**config.mk**
```make
export PLATFORM = sky130hd
export DESIGN_NAME = orientation_math_sweep
export DESIGN_NICKNAME = d
export VERILOG_FILES = /design/src/rtl/orient_pkg.sv /design/src/rtl/orient_trig_lut.sv /design/src/rtl/orientation_math_sweep.sv
export SDC_FILE = /design/constraint.sdc
export NUM_CORES = 2
export LEC_CHECK = 0
export CAP_MARGIN = 10
export CORE_UTILIZATION = 61
export CTS_CLUSTER_DIAMETER = 200
export DETAILED_ROUTE_END_ITERATION = 16
export GPL_ROUTABILITY_DRIVEN = 0
export GPL_TIMING_DRIVEN = 0
export HOLD_SLACK_MARGIN = 0.12
export PLACE_DENSITY = 0.81
export SETUP_SLACK_MARGIN = 0.2
export SLEW_MARGIN = 20
export SYNTH_ARGS = -nofsm -noshare
export SYNTH_HDL_FRONTEND = slang
export SYNTH_SLANG_ARGS = --single-unit
```
**constraint.sdc**
```tcl
create_clock -name clock -period 19.7 [get_ports clock]
set_clock_uncertainty 0.1 [all_clocks]
set_input_delay 3.94 -clock clock [delete_from_list [all_inputs] [get_ports clock]]
set_output_delay 3.94 -clock clock [all_outputs]
set_load 0.05 [all_outputs]
```
**src/rtl/orient_pkg.sv**
```systemverilog
`default_nettype none
// ============================================================================
// Package  : orient_pkg
// Shared state encoding, Q-format, width and field helpers for
// orientation_math_sweep and orient_trig_lut.
// Revision : 1.0
// ============================================================================
package orient_pkg;

    localparam int c_step_deg_def = 15;
    localparam int c_num_dirs_def = 360 / c_step_deg_def;
    localparam int c_trig_frac    = 7;   // signed Q1.7 trig values

    typedef enum logic [2:0] {
        S_IDLE  = 3'd0,
        S_CHECK = 3'd1,
        S_PTC   = 3'd2,
        S_DELTA = 3'd3,
        S_SWEEP = 3'd4,
        S_DONE  = 3'd5
    } state_t;

    // Width of cross/dot: a rotated displacement never exceeds sqrt(2)*|d|,
    // so the two-term sum fits without the extra carry bit.
    function automatic int prod_w(input int r_w, input int trig_frac);
        return r_w + trig_frac + 4;
    endfunction

    // LSB of the radius (is_theta = 0) or theta index (is_theta = 1) field.
    function automatic int fld_lsb(input int r_w, input logic is_theta);
        return is_theta ? r_w : 0;
    endfunction

endpackage
`default_nettype wire

```
**src/rtl/orient_trig_lut.sv**
```systemverilog
`default_nettype none
// ============================================================================
// Module   : orient_trig_lut
// Direction index to signed Q1.TRIG_FRAC sine and cosine (15-degree grid).
// Revision : 1.0
// ============================================================================
module orient_trig_lut
    import orient_pkg::*;
#(
    parameter int ANG_W     = 5,
    parameter int STEP_DEG  = c_step_deg_def,
    parameter int TRIG_FRAC = c_trig_frac
) (
    input  logic [ANG_W-1:0]              i_idx,
    output logic signed [TRIG_FRAC+1:0]   o_sin,
    output logic signed [TRIG_FRAC+1:0]   o_cos
);

    // Folds any angle into the first quadrant; table entries are round(128*sin).
    function automatic logic signed [TRIG_FRAC+1:0] sin_q(input int deg);
        int   d;
        int   a;
        int   m;
        logic neg;
        d   = deg % 360;
        neg = 1'b0;
        if (d <= 90) begin
            a = d;
        end else if (d <= 180) begin
            a = 180 - d;
        end else if (d <= 270) begin
            a   = d - 180;
            neg = 1'b1;
        end else begin
            a   = 360 - d;
            neg = 1'b1;
        end
        case (a)
            0:       m = 0;
            15:      m = 33;
            30:      m = 64;
            45:      m = 91;
            60:      m = 111;
            75:      m = 124;
            90:      m = 128;
            default: m = 0;
        endcase
        m = (m << TRIG_FRAC) >>> 7;
        if (neg) begin
            m = -m;
        end
        return m[TRIG_FRAC+1:0];
    endfunction

    assign o_sin = sin_q(int'(i_idx) * STEP_DEG);
    assign o_cos = sin_q(int'(i_idx) * STEP_DEG + 90);

endmodule
`default_nettype wire

```
**src/rtl/orientation_math_sweep.sv**
```systemverilog
`default_nettype none
// ============================================================================
// Module   : orientation_math_sweep
// Heading index between two polar fixes, found by sweeping one candidate
// direction per cycle. Optional macro ORIENT_EARLY_EXIT_EN ends the sweep on
// the first candidate within the no-motion tolerance.
// Revision : 1.0
// ============================================================================
module orientation_math_sweep
    import orient_pkg::*;
#(
    parameter int R_W          = 8,
    parameter int ANG_W        = 5,
    parameter int NUM_DIRS     = c_num_dirs_def,
    parameter int STEP_DEG     = c_step_deg_def,
    parameter int TRIG_FRAC    = c_trig_frac,
    parameter int ERROR_FACTOR = 4
) (
    input  logic                  clock,
    input  logic                  reset_n,
    input  logic                  in_valid,
    output logic                  in_ready,
    input  logic [ANG_W+R_W-1:0]  r_theta_original,
    input  logic [ANG_W+R_W-1:0]  r_theta_final,
    output logic                  out_valid,
    input  logic                  out_ready,
    output logic [ANG_W-1:0]      orientation,
    output logic                  no_motion,
    output logic                  angle_err
);

    localparam int               c_pw    = prod_w(R_W, TRIG_FRAC);
    localparam int               c_tw    = TRIG_FRAC + 2;
    localparam int               c_r_lsb = fld_lsb(R_W, 1'b0);
    localparam int               c_t_lsb = fld_lsb(R_W, 1'b1);
    localparam logic [ANG_W:0]   c_ndirs = (ANG_W+1)'(NUM_DIRS);
    localparam logic [ANG_W:0]   c_half  = (ANG_W+1)'(NUM_DIRS / 2);
    localparam logic [ANG_W-1:0] c_last  = ANG_W'(NUM_DIRS - 1);
    localparam logic [R_W+1:0]   c_eps   = (R_W+2)'(ERROR_FACTOR);

    state_t                   r_state, w_next;
    logic [R_W-1:0]           r_r_org, r_r_fin;
    logic [ANG_W-1:0]         r_th_org, r_th_fin, r_d, r_best_idx, r_orient, w_pick;
    logic signed [R_W:0]      r_x_org, r_y_org, r_x_fin, r_y_fin;
    logic signed [R_W+1:0]    r_dx, r_dy, w_dx, w_dy;
    logic [R_W+1:0]           w_dx_abs, w_dy_abs;
    logic [c_pw-1:0]          r_best_err, w_cross_abs;
    logic signed [c_pw-1:0]   w_cross, w_dot, w_dx_e, w_dy_e, w_cos_e, w_sin_e;
    logic signed [c_tw-1:0]   w_sin_org, w_cos_org, w_sin_fin, w_cos_fin, w_sin_d, w_cos_d;
    logic                     r_out_valid, r_no_motion, r_angle_err;
    logic                     w_ang_bad, w_same_th, w_small, w_dot_pos, w_take;
    logic                     w_last, w_sweep_end;

    orient_trig_lut #(.ANG_W(ANG_W), .STEP_DEG(STEP_DEG), .TRIG_FRAC(TRIG_FRAC)) u_lut_org (
        .i_idx (r_th_org),
        .o_sin (w_sin_org),
        .o_cos (w_cos_org)
    );

    orient_trig_lut #(.ANG_W(ANG_W), .STEP_DEG(STEP_DEG), .TRIG_FRAC(TRIG_FRAC)) u_lut_fin (
        .i_idx (r_th_fin),
        .o_sin (w_sin_fin),
        .o_cos (w_cos_fin)
    );

    orient_trig_lut #(.ANG_W(ANG_W), .STEP_DEG(STEP_DEG), .TRIG_FRAC(TRIG_FRAC)) u_lut_d (
        .i_idx (r_d),
        .o_sin (w_sin_d),
        .o_cos (w_cos_d)
    );

    // floor(r * trig / 2^TRIG_FRAC); the product always fits, so a slice is exact.
    function automatic logic signed [R_W:0] to_cart(input logic [R_W-1:0] r,
                                                    input logic signed [c_tw-1:0] t);
        logic signed [R_W+c_tw-1:0] p;
        p = $signed({{c_tw{1'b0}}, r}) * $signed({{R_W{t[c_tw-1]}}, t});
        return p[TRIG_FRAC +: R_W+1];
    endfunction

    function automatic logic [ANG_W-1:0] opposite(input logic [ANG_W-1:0] th);
        logic [ANG_W:0] s;
        s = {1'b0, th} + c_half;
        if (s >= c_ndirs) begin
            s = s - c_ndirs;
        end
        return s[ANG_W-1:0];
    endfunction

    assign w_ang_bad = ({1'b0, r_th_org} >= c_ndirs) || ({1'b0, r_th_fin} >= c_ndirs);
    assign w_same_th = (r_th_org == r_th_fin);

    assign w_dx     = {r_x_fin[R_W], r_x_fin} - {r_x_org[R_W], r_x_org};
    assign w_dy     = {r_y_fin[R_W], r_y_fin} - {r_y_org[R_W], r_y_org};
    assign w_dx_abs = w_dx[R_W+1] ? -w_dx : w_dx;
    assign w_dy_abs = w_dy[R_W+1] ? -w_dy : w_dy;
    assign w_small  = (w_dx_abs <= c_eps) && (w_dy_abs <= c_eps);

    assign w_dx_e  = {{(c_pw-R_W-2){r_dx[R_W+1]}}, r_dx};
    assign w_dy_e  = {{(c_pw-R_W-2){r_dy[R_W+1]}}, r_dy};
    assign w_cos_e = {{(c_pw-c_tw){w_cos_d[c_tw-1]}}, w_cos_d};
    assign w_sin_e = {{(c_pw-c_tw){w_sin_d[c_tw-1]}}, w_sin_d};

    assign w_cross     = (w_dy_e * w_cos_e) - (w_dx_e * w_sin_e);
    assign w_dot       = (w_dx_e * w_cos_e) + (w_dy_e * w_sin_e);
    assign w_cross_abs = w_cross[c_pw-1] ? -w_cross : w_cross;
    assign w_dot_pos   = !w_dot[c_pw-1] && (w_dot != '0);
    assign w_take      = w_dot_pos && (w_cross_abs < r_best_err);
    assign w_last      = (r_d == c_last);

`ifdef ORIENT_EARLY_EXIT_EN
    localparam logic [c_pw-1:0] c_tol = c_pw'(ERROR_FACTOR << TRIG_FRAC);
    logic w_hit;
    assign w_hit       = w_dot_pos && (w_cross_abs <= c_tol);
    assign w_sweep_end = w_last || w_hit;
    assign w_pick      = (w_hit || w_take) ? r_d : r_best_idx;
`else
    assign w_sweep_end = w_last;
    assign w_pick      = w_take ? r_d : r_best_idx;
`endif

    always_ff @(posedge clock or negedge reset_n) begin
        if (!reset_n) begin
            r_state <= S_IDLE;
        end else begin
            r_state <= w_next;
        end
    end

    always_comb begin
        w_next = r_state;
        case (r_state)
            S_IDLE:  if (in_valid) w_next = S_CHECK;
            S_CHECK: w_next = (w_ang_bad || w_same_th) ? S_DONE : S_PTC;
            S_PTC:   w_next = S_DELTA;
            S_DELTA: w_next = w_small ? S_DONE : S_SWEEP;
            S_SWEEP: if (w_sweep_end) w_next = S_DONE;
            S_DONE:  if (out_ready) w_next = S_IDLE;
            default: w_next = S_IDLE;
        endcase
    end

    always_ff @(posedge clock or negedge reset_n) begin
        if (!reset_n) begin
            r_r_org     <= '0;
            r_r_fin     <= '0;
            r_th_org    <= '0;
            r_th_fin    <= '0;
            r_x_org     <= '0;
            r_y_org     <= '0;
            r_x_fin     <= '0;
            r_y_fin     <= '0;
            r_dx        <= '0;
            r_dy        <= '0;
            r_d         <= '0;
            r_best_idx  <= '0;
            r_best_err  <= '1;
            r_orient    <= '0;
            r_out_valid <= 1'b0;
            r_no_motion <= 1'b0;
            r_angle_err <= 1'b0;
        end else begin
            case (r_state)
                S_IDLE: begin
                    if (in_valid) begin
                        r_r_org  <= r_theta_original[c_r_lsb +: R_W];
                        r_th_org <= r_theta_original[c_t_lsb +: ANG_W];
                        r_r_fin  <= r_theta_final[c_r_lsb +: R_W];
                        r_th_fin <= r_theta_final[c_t_lsb +: ANG_W];
                    end
                end
                S_CHECK: begin
                    if (w_ang_bad) begin
                        r_angle_err <= 1'b1;
                        r_orient    <= '0;
                        r_out_valid <= 1'b1;
                    end else if (w_same_th) begin
                        r_out_valid <= 1'b1;
                        if (r_r_fin == r_r_org) begin
                            r_no_motion <= 1'b1;
                            r_orient    <= '0;
                        end else if (r_r_fin > r_r_org) begin
                            r_orient <= r_th_org;
                        end else begin
                            r_orient <= opposite(r_th_org);
                        end
                    end
                end
                S_PTC: begin
                    r_x_org <= to_cart(r_r_org, w_cos_org);
                    r_y_org <= to_cart(r_r_org, w_sin_org);
                    r_x_fin <= to_cart(r_r_fin, w_cos_fin);
                    r_y_fin <= to_cart(r_r_fin, w_sin_fin);
                end
                S_DELTA: begin
                    r_dx       <= w_dx;
                    r_dy       <= w_dy;
                    r_best_err <= '1;
                    r_best_idx <= '0;
                    r_d        <= '0;
                    if (w_small) begin
                        r_no_motion <= 1'b1;
                        r_orient    <= '0;
                        r_out_valid <= 1'b1;
                    end
                end
                S_SWEEP: begin
                    if (w_take) begin
                        r_best_err <= w_cross_abs;
                        r_best_idx <= r_d;
                    end
                    r_d <= r_d + ANG_W'(1);
                    if (w_sweep_end) begin
                        r_orient    <= w_pick;
                        r_out_valid <= 1'b1;
                    end
                end
                S_DONE: begin
                    if (out_ready) begin
                        r_out_valid <= 1'b0;
                        r_no_motion <= 1'b0;
                        r_angle_err <= 1'b0;
                    end
                end
                default: ;
            endcase
        end
    end

    assign in_ready    = (r_state == S_IDLE);
    assign out_valid   = r_out_valid;
    assign orientation = r_orient;
    assign no_motion   = r_no_motion;
    assign angle_err   = r_angle_err;

endmodule
`default_nettype wire

```
## Yosys cells after proc, flatten, opt, wreduce, memory -nomap -nowiden

Index checks and enable logic that the tools add are counted.

- Add/sub/neg operators: 37
- $mul: 11
- Divide/modulo/power cells: 6
- $lt $le $gt $ge: 25
- Equal/unequal tests: 54
- Muxes and demuxes: 76
- Reductions and logical operators: 20

Operators with widths:

| kind | count |
|---|---|
| 32-bit two-way mux | 18 |
| 32-bit by 6-bit equality test with 1-bit output (second input constant) | 12 |
| 32-bit by 7-bit equality test with 1-bit output (second input constant) | 12 |
| 8-bit one-hot mux with 6 select lines | 6 |
| 32-bit by 4-bit equality test with 1-bit output (second input constant) | 6 |
| 32-bit by 5-bit equality test with 1-bit output (second input constant) | 6 |
| 32-bit by 10-bit <= comparator with 1-bit output (second input constant) | 6 |
| 32-bit by 8-bit <= comparator with 1-bit output (second input constant) | 6 |
| 32-bit by 9-bit <= comparator with 1-bit output (second input constant) | 6 |
| 32-bit by 10-bit modulo with 32-bit output (second input constant) | 6 |
| 10-bit by 32-bit subtractor with 32-bit output (first input constant) | 6 |
| 32-bit by 9-bit subtractor with 32-bit output (second input constant) | 6 |
| 9-bit by 32-bit subtractor with 32-bit output (first input constant) | 6 |
| 32-bit by 8-bit adder with 32-bit output (second input constant) | 3 |
| 10-bit by 9-bit multiplier with 19-bit output | 4 |
| 9-bit by 9-bit multiplier with 16-bit output | 4 |
| 9-bit two-way mux | 6 |
| 8-bit negator with 9-bit output | 6 |
| 5-bit two-way mux | 8 |
| 19-bit two-way mux | 2 |
| 19-bit one-hot mux with 2 select lines | 1 |
| 5-bit by 4-bit multiplier with 9-bit output (second input constant) | 3 |
| 1-bit two-way mux | 22 |
| 10-bit by 3-bit <= comparator with 1-bit output (second input constant) | 2 |
| 41 further kinds | 66 |

- Flip-flop bits (word level): 122
- Bits of input ports: 30

## Logic depth before layout (Yosys ltp)

- Word-level depth: 20
- Depth in mapped cells: 84

## Modules after synthesis

Synthesis repeated with hierarchy kept, for this count alone.

- Cells, all modules: 5,014
- Area, all modules: 41,972.8 sq um

Modules (own cells, without submodules):

| module | instances | cells an instance | area each (sq um) |
|---|---|---|---|
| orientation_math_sweep | 1 | 3,321 | 30,230.2 |
| orient_trig_lut at u_lut_d ... | 2 | 559 | 3,847.4 |
| orient_trig_lut at u_lut_org | 1 | 575 | 4,047.6 |

## Worst setup path before layout

No wires, ideal clock.

- Path kind: register to register
- Start point: reg r_d[1]
- End point: reg r_orient[3] (netlist: orientation[3])
- Data arrival time: 19.068 ns
- Required time: 19.518 ns
- Setup slack: 0.450 ns
- Cell stages (with the launch flop): 75
- Period minus slack after synthesis: 19.250 ns
- Path through: dfrtp_1 fa_1 xor2_2 ha_1 fa_1 a21o_1 a21o_1 a211oi_1 a211oi_4 inv_1 buf_2 o221ai_1 a22o_1 ha_1 nand2b_1 o311ai_2 a31oi_1 xnor2_1 [... 39 more ...] ha_1 a21o_1 a21o_1 a21o_1 a21o_1 a21o_1 a21oi_1 o21ai_0 a21o_1 a21o_1 a21o_1 a21o_1 a21o_1 a21o_1 a21o_1 a211oi_1 mux2_2 a31oi_1

- Word-level cells in the longest chain between the ends: 20
- Elaborated cells on any way between the ends: 63
- Classes of those cells: add/sub: 12; mul: 5; div: 2; order compare: 7; eq/ne: 14; mux: 18; reduce/logical: 5

Ends and longest elaborated chain:

| element | RTL line | RTL |
|---|---|---|
| start: declaration | orientation_math_sweep.sv:43 | `logic [ANG_W-1:0] r_th_org, r_th_fin, r_d, r_best_idx, r_orient, w_pick;` |
| start signal: assignment | orientation_math_sweep.sv:211 | `r_d <= r_d + ANG_W'(1);` |
| 5-bit by 4-bit multiplier with 9-bit output | orient_trig_lut.sv:55, orient_trig_lut.sv:56 |  |
| 32-bit by 8-bit adder with 32-bit output | orient_trig_lut.sv:56 | `assign o_cos = sin_q(int'(i_idx) * STEP_DEG + 90);` |
| 32-bit by 10-bit modulo with 32-bit output | orient_trig_lut.sv:25 | `d = deg % 360;` |
| 10-bit by 32-bit subtractor with 32-bit output, or another cell as far along | orient_trig_lut.sv:35 | `a = 360 - d;` |
| 32-bit two-way mux | orient_trig_lut.sv:31 | `end else if (d <= 270) begin` |
| 32-bit two-way mux | orient_trig_lut.sv:29 | `end else if (d <= 180) begin` |
| 32-bit two-way mux | orient_trig_lut.sv:27 | `if (d <= 90) begin` |
| 32-bit by 7-bit equality test with 1-bit output, or another cell as far along | orient_trig_lut.sv:38 | `case (a)` |
| [... 4 more ...] | -- |  |
| 19-bit subtractor | orientation_math_sweep.sv:103 | `assign w_cross = (w_dy_e * w_cos_e) - (w_dx_e * w_sin_e);` |
| 19-bit negator | orientation_math_sweep.sv:105 | `assign w_cross_abs = w_cross[c_pw-1] ? -w_cross : w_cross;` |
| 19-bit two-way mux | orientation_math_sweep.sv:105 |  |
| 19-bit less-than comparator | orientation_math_sweep.sv:107 | `assign w_take = w_dot_pos && (w_cross_abs < r_best_err);` |
| 1-bit logical AND | orientation_math_sweep.sv:107 |  |
| 5-bit two-way mux | -- |  |
| 5-bit two-way mux | orientation_math_sweep.sv:212 | `if (w_sweep_end) begin` |
| 5-bit one-hot mux with 3 select lines | orientation_math_sweep.sv:162 | `case (r_state)` |
| end signal: assignment | orientation_math_sweep.sv:182 | `r_orient <= r_th_org;` |
| end signal: assignment | orientation_math_sweep.sv:184 | `r_orient <= opposite(r_th_org);` |
| end signal: assignment | orientation_math_sweep.sv:213 | `r_orient <= w_pick;` |
| end: declaration | orientation_math_sweep.sv:43 |  |

Several ways; a longest one is shown, not always the timed one. The select of a mux whose other input is x is not followed.
A chain may end at the register's enable or synchronous reset.

## Final worst setup path

- Start point: reg r_d[1]
- End point: reg r_best_err[17]

- Word-level cells in the longest chain between the ends: 19
- Elaborated cells on any way between the ends: 61
- Classes of those cells: add/sub: 12; mul: 5; div: 2; order compare: 7; eq/ne: 13; mux: 17; reduce/logical: 5

Ends and longest elaborated chain:

| element | RTL line | RTL |
|---|---|---|
| 5-bit by 4-bit multiplier with 9-bit output * | orient_trig_lut.sv:55, orient_trig_lut.sv:56 |  |
| 32-bit by 8-bit adder with 32-bit output | orient_trig_lut.sv:56 |  |
| 32-bit by 10-bit modulo with 32-bit output | orient_trig_lut.sv:25 |  |
| 10-bit by 32-bit subtractor with 32-bit output, or another cell as far along | orient_trig_lut.sv:35 |  |
| 32-bit two-way mux | orient_trig_lut.sv:31 |  |
| 32-bit two-way mux | orient_trig_lut.sv:29 |  |
| 32-bit two-way mux | orient_trig_lut.sv:27 |  |
| 32-bit by 7-bit equality test with 1-bit output, or another cell as far along | orient_trig_lut.sv:38 |  |
| [... 3 more ...] | -- |  |
| 10-bit by 9-bit multiplier with 19-bit output | orientation_math_sweep.sv:103 |  |
| 19-bit subtractor | orientation_math_sweep.sv:103 |  |
| 19-bit negator | orientation_math_sweep.sv:105 |  |
| 19-bit two-way mux | orientation_math_sweep.sv:105 |  |
| 19-bit less-than comparator | orientation_math_sweep.sv:107 |  |
| 1-bit logical AND | orientation_math_sweep.sv:107 |  |
| 2-bit != test (no source line) | -- |  |
| 2-bit AND reduction (no source line) | -- |  |
| end signal: assignment | orientation_math_sweep.sv:208 | `r_best_err <= w_cross_abs;` |
| end: declaration | orientation_math_sweep.sv:47 | `logic [c_pw-1:0] r_best_err, w_cross_abs;` |

Every way passes the cells marked *; elsewhere a longest branch is shown, timed or not. The select of a mux whose other input is x is not followed.

==> reports/results.tsv <==
metric	value	unit
status	finished clean	
worstMarginPinSlew	1.053	ns
grt_setup_unrepaired	yes	
drc	0	
r2r_slack	0.68	ns
whs_path_depth	2	
slew_headroom	28.88	%
start_util	61.91	%
reg2reg_depth	77	
viasPerCell	6.166	
first_global_vias	37270	
htree_levels	4	
post-route-util	65.97	%
ctsLongestPathBuffers	2	
setup_tns	0	ns
hp-class	reg -> reg	
drtPass1Iterations	8	
io_pins	39	
min_to	r_x_org[4]$_DFFE_PN0P_	
period_share	96.53	%
synth_area	41720	sq um
arrival	19.27	ns
path_clk_slew	0.06	ns
cp.required	19.96	ns
ys.flop_type	dfrtp_1	
synth_nets	6149	
finalHoldViolations	0	
track_usage	32.73	%
hold_path_startpoint	r_x_org[4]$_DFFE_PN0P_	
antenna_left	0	
use_met2	54.74	%
drtIter0Drc	3434	
rows	95	
synth_seq_cells	122	
cts_root_buf	clkbuf_16	
overflow	0	
areaGrowthSynthToFinish	6.564	%
post_drt_wl_per_cell	18.72	um
cp_slowest_stage_delay	0.62	ns
yosysSeqAreaShare	7.374	%
synthArstFlopShare	100.0	%
end_kind	flop	
totalWireLength	113500	um
synth_cells	5090	
clock_sinks	122	
dieHeight	263.5	um
setup_viol	0	
top_usage_layer	met2	
drive_gt1_share	6.356	%
dr_total_vias	37400	
maxSlewViolCount	0	
die_w	263.5	um
yosysUniqueCellTypes	115	
cts_tree	yes	
clock_latency	0.44	ns
fmax	0.05259	GHz
crit_top_cell	a21o_1	
synth_edf_count	0	
dp_hpwl	90260	um
start_kind	flop	
nets	6238	
io_buffers	38	
synth-warning-count	0	
cts_hold_buf	0	
grt_pass1_wl	186200	um
grt_start_max_net_pins	98	
numCtsBuffers	17	
r2r-start	r_d[1]$_DFFE_PN0N_	
min_period	19.02	ns
r2r-end	r_best_err[17]$_DFFE_PN1P_	
cap_violations	0	
core_area	67400	sq um
grt_use_met3	4.452	%
syn_avg_cell_area	8.197	sq um
antenna_found_initial	1	
worstPathMaxFanout	10	
num-fill-cells	5513	
grt_use_met1	43.03	%
die-area	69450	sq um
slowest_stage	fa_2	
crit_type	reg -> reg	
cells in the final DEF (no fill, tap or decap), types with 25 or more instances in the layout:
cell type        netlist  routed
or3_1                 30      29
o22ai_1               26      26
nand4_1               35      35
and3_1                25      25
mux2_2                41      41
nor2b_1               53      53
dfrtp_1              103      99
o21ai_0              217     209
buf_2                 31      29
a21oi_1              199     196
nor2_1               203     202
clkdlybuf4s50_1        0      37
or2_2                 36      36
nor3_1                79      75
a211oi_1              46      44
nand3_1               87      87
nand2_1              643     643
xor2_1                52      50
and2_1               239     239
nor4_1                33      31
o21ai_1               29      33
buf_4                  0      31
mux2i_1               27      27
a31oi_1               54      51
o211ai_1              36      36
buf_1                 26      26
clkbuf_1             151     137
inv_1                805     801
nand2b_1              62      60
xnor2_1              184     179
a21o_1                66      65
fa_1                 562     560
ha_1                 467     466
timing repair:
action	CTS	global route
pin swaps	9	15
resized for setup	44	71
gates cloned	0	0
setup buffers	11	20
setup endpoints to repair	29	29
logic make-up after synthesis:
kind of cell	count (synthesis)	synth area share (%)
muxes	68	1.754
adders and majority gates	1033	41.07
xor gates and xnor gates	243	5.257
DFF	122	7.374
buffers and inverters	1021	9.332
AOI/OAI and AO/OA	982	16.00
and+or+nand+nor	1621	19.21
Yosys cell counts (29+ instances only):
cell type	count	area, sq um
nor2_1	203	762.0
o211ai_1	36	270.3
nand4_1	35	219.0
o21ai_1	29	145.1
inv_1	805	3022
nand2b_1	62	387.9
o21ai_0	217	1086
nand3_1	87	435.4
nor3_1	79	395.4
nor2b_1	53	331.6
or3_1	30	187.7
buf_2	31	155.2
a211oi_1	46	345.3
nand2_1	643	2414
ha_1	467	5843
mux2_2	41	461.7
nor4_1	33	206.5
clkbuf_1	151	566.8
or2_2	36	225.2
a31oi_1	54	337.8
a21oi_1	199	996.0
fa_1	562	11250
dfrtp_1	103	2577
a21o_1	66	495.5
xor2_1	52	455.4
and2_1	239	1495
xnor2_1	184	1612
routing by layer:
metal | wire [um] | up-vias
li1 | - | 17020
met1 | 45370 | 18070
met2 | 53600 | 1926
met3 | 9967 | 377
met4 | 4588 | 0
met5 | 0 | -
worst max path at each step:
stage | startpoint | slack, ns | cells past startpoint | endpoint
detailed placement | r_d[1]$_DFFE_PN0N_ | -3.38 | 74 | orientation[3]$_DFFE_PN0P_
CTS | r_d[1]$_DFFE_PN0N_ | 0.22 | 76 | r_best_err[17]$_DFFE_PN1P_
global placement | r_d[1]$_DFFE_PN0N_ | -2.99 | 75 | orientation[1]$_DFFE_PN0P_
global route | r_d[1]$_DFFE_PN0N_ | 0.04 | 78 | r_best_err[17]$_DFFE_PN1P_
finish | r_d[1]$_DFFE_PN0N_ | 0.68 | 77 | r_best_err[17]$_DFFE_PN1P_
floorplan | r_d[1]$_DFFE_PN0N_ | 0.45 | 74 | orientation[3]$_DFFE_PN0P_
area by class of cell:
type                       count  area [sq um]  share of cell area [%]
antenna                        1         2.502                0.005628
multi-input combinational   3947         35080                   78.90
inverter                     810          3044                   6.847
timing repair buffer          70         658.1                   1.480
clock buffer                  18         429.2                  0.9652
buffer                       211         913.4                   2.054
sequential                   122          3082                   6.931
clock inverter                14         160.2                  0.3602
tap                          873          1092                   2.457
stage by stage:
stage	setup WS [ns]	instances	cell area, sq um	hold slack, ns
after floorplan	0.4496	5090	41720	0.3432
final	0.6843	6066	44460	0.3819
after detailed placement	-3.380	6002	43240	0.3711
after global routing	0.03707	6065	44460	0.4091
after global placement	-2.990	6001	43200	0.3577
after CTS	0.2218	6045	44090	0.3846
critical path, delay by kind of cell (launching register included):
kind,cells,cell delay (ns)
AOI/OAI and AO/OA,37,7.45
adders and majority gates,14,6.01
and+or+nand+nor,10,2.27
buffers and inverters,12,1.62
xor gates and xnor gates,3,0.64
DFF,1,0.46
muxes,1,0.36
registers in the layout, summed over array words and instances, names as in the netlist:
register / flops
r_best_err: 19
r_dx: 10
r_dy: 10
r_x_fin: 9
r_x_org: 9
r_y_fin: 9
r_y_org: 9
r_r_fin: 8
r_r_org: 8
orientation: 5
r_best_idx: 5
r_d: 5
r_th_fin: 5
r_th_org: 5
r_state: 3
angle_err: 1
no_motion: 1
out_valid: 1
Power is left out: the tool's default activity adds up to more than one toggle a clock period on the data nets, which glitch-free logic cannot reach.
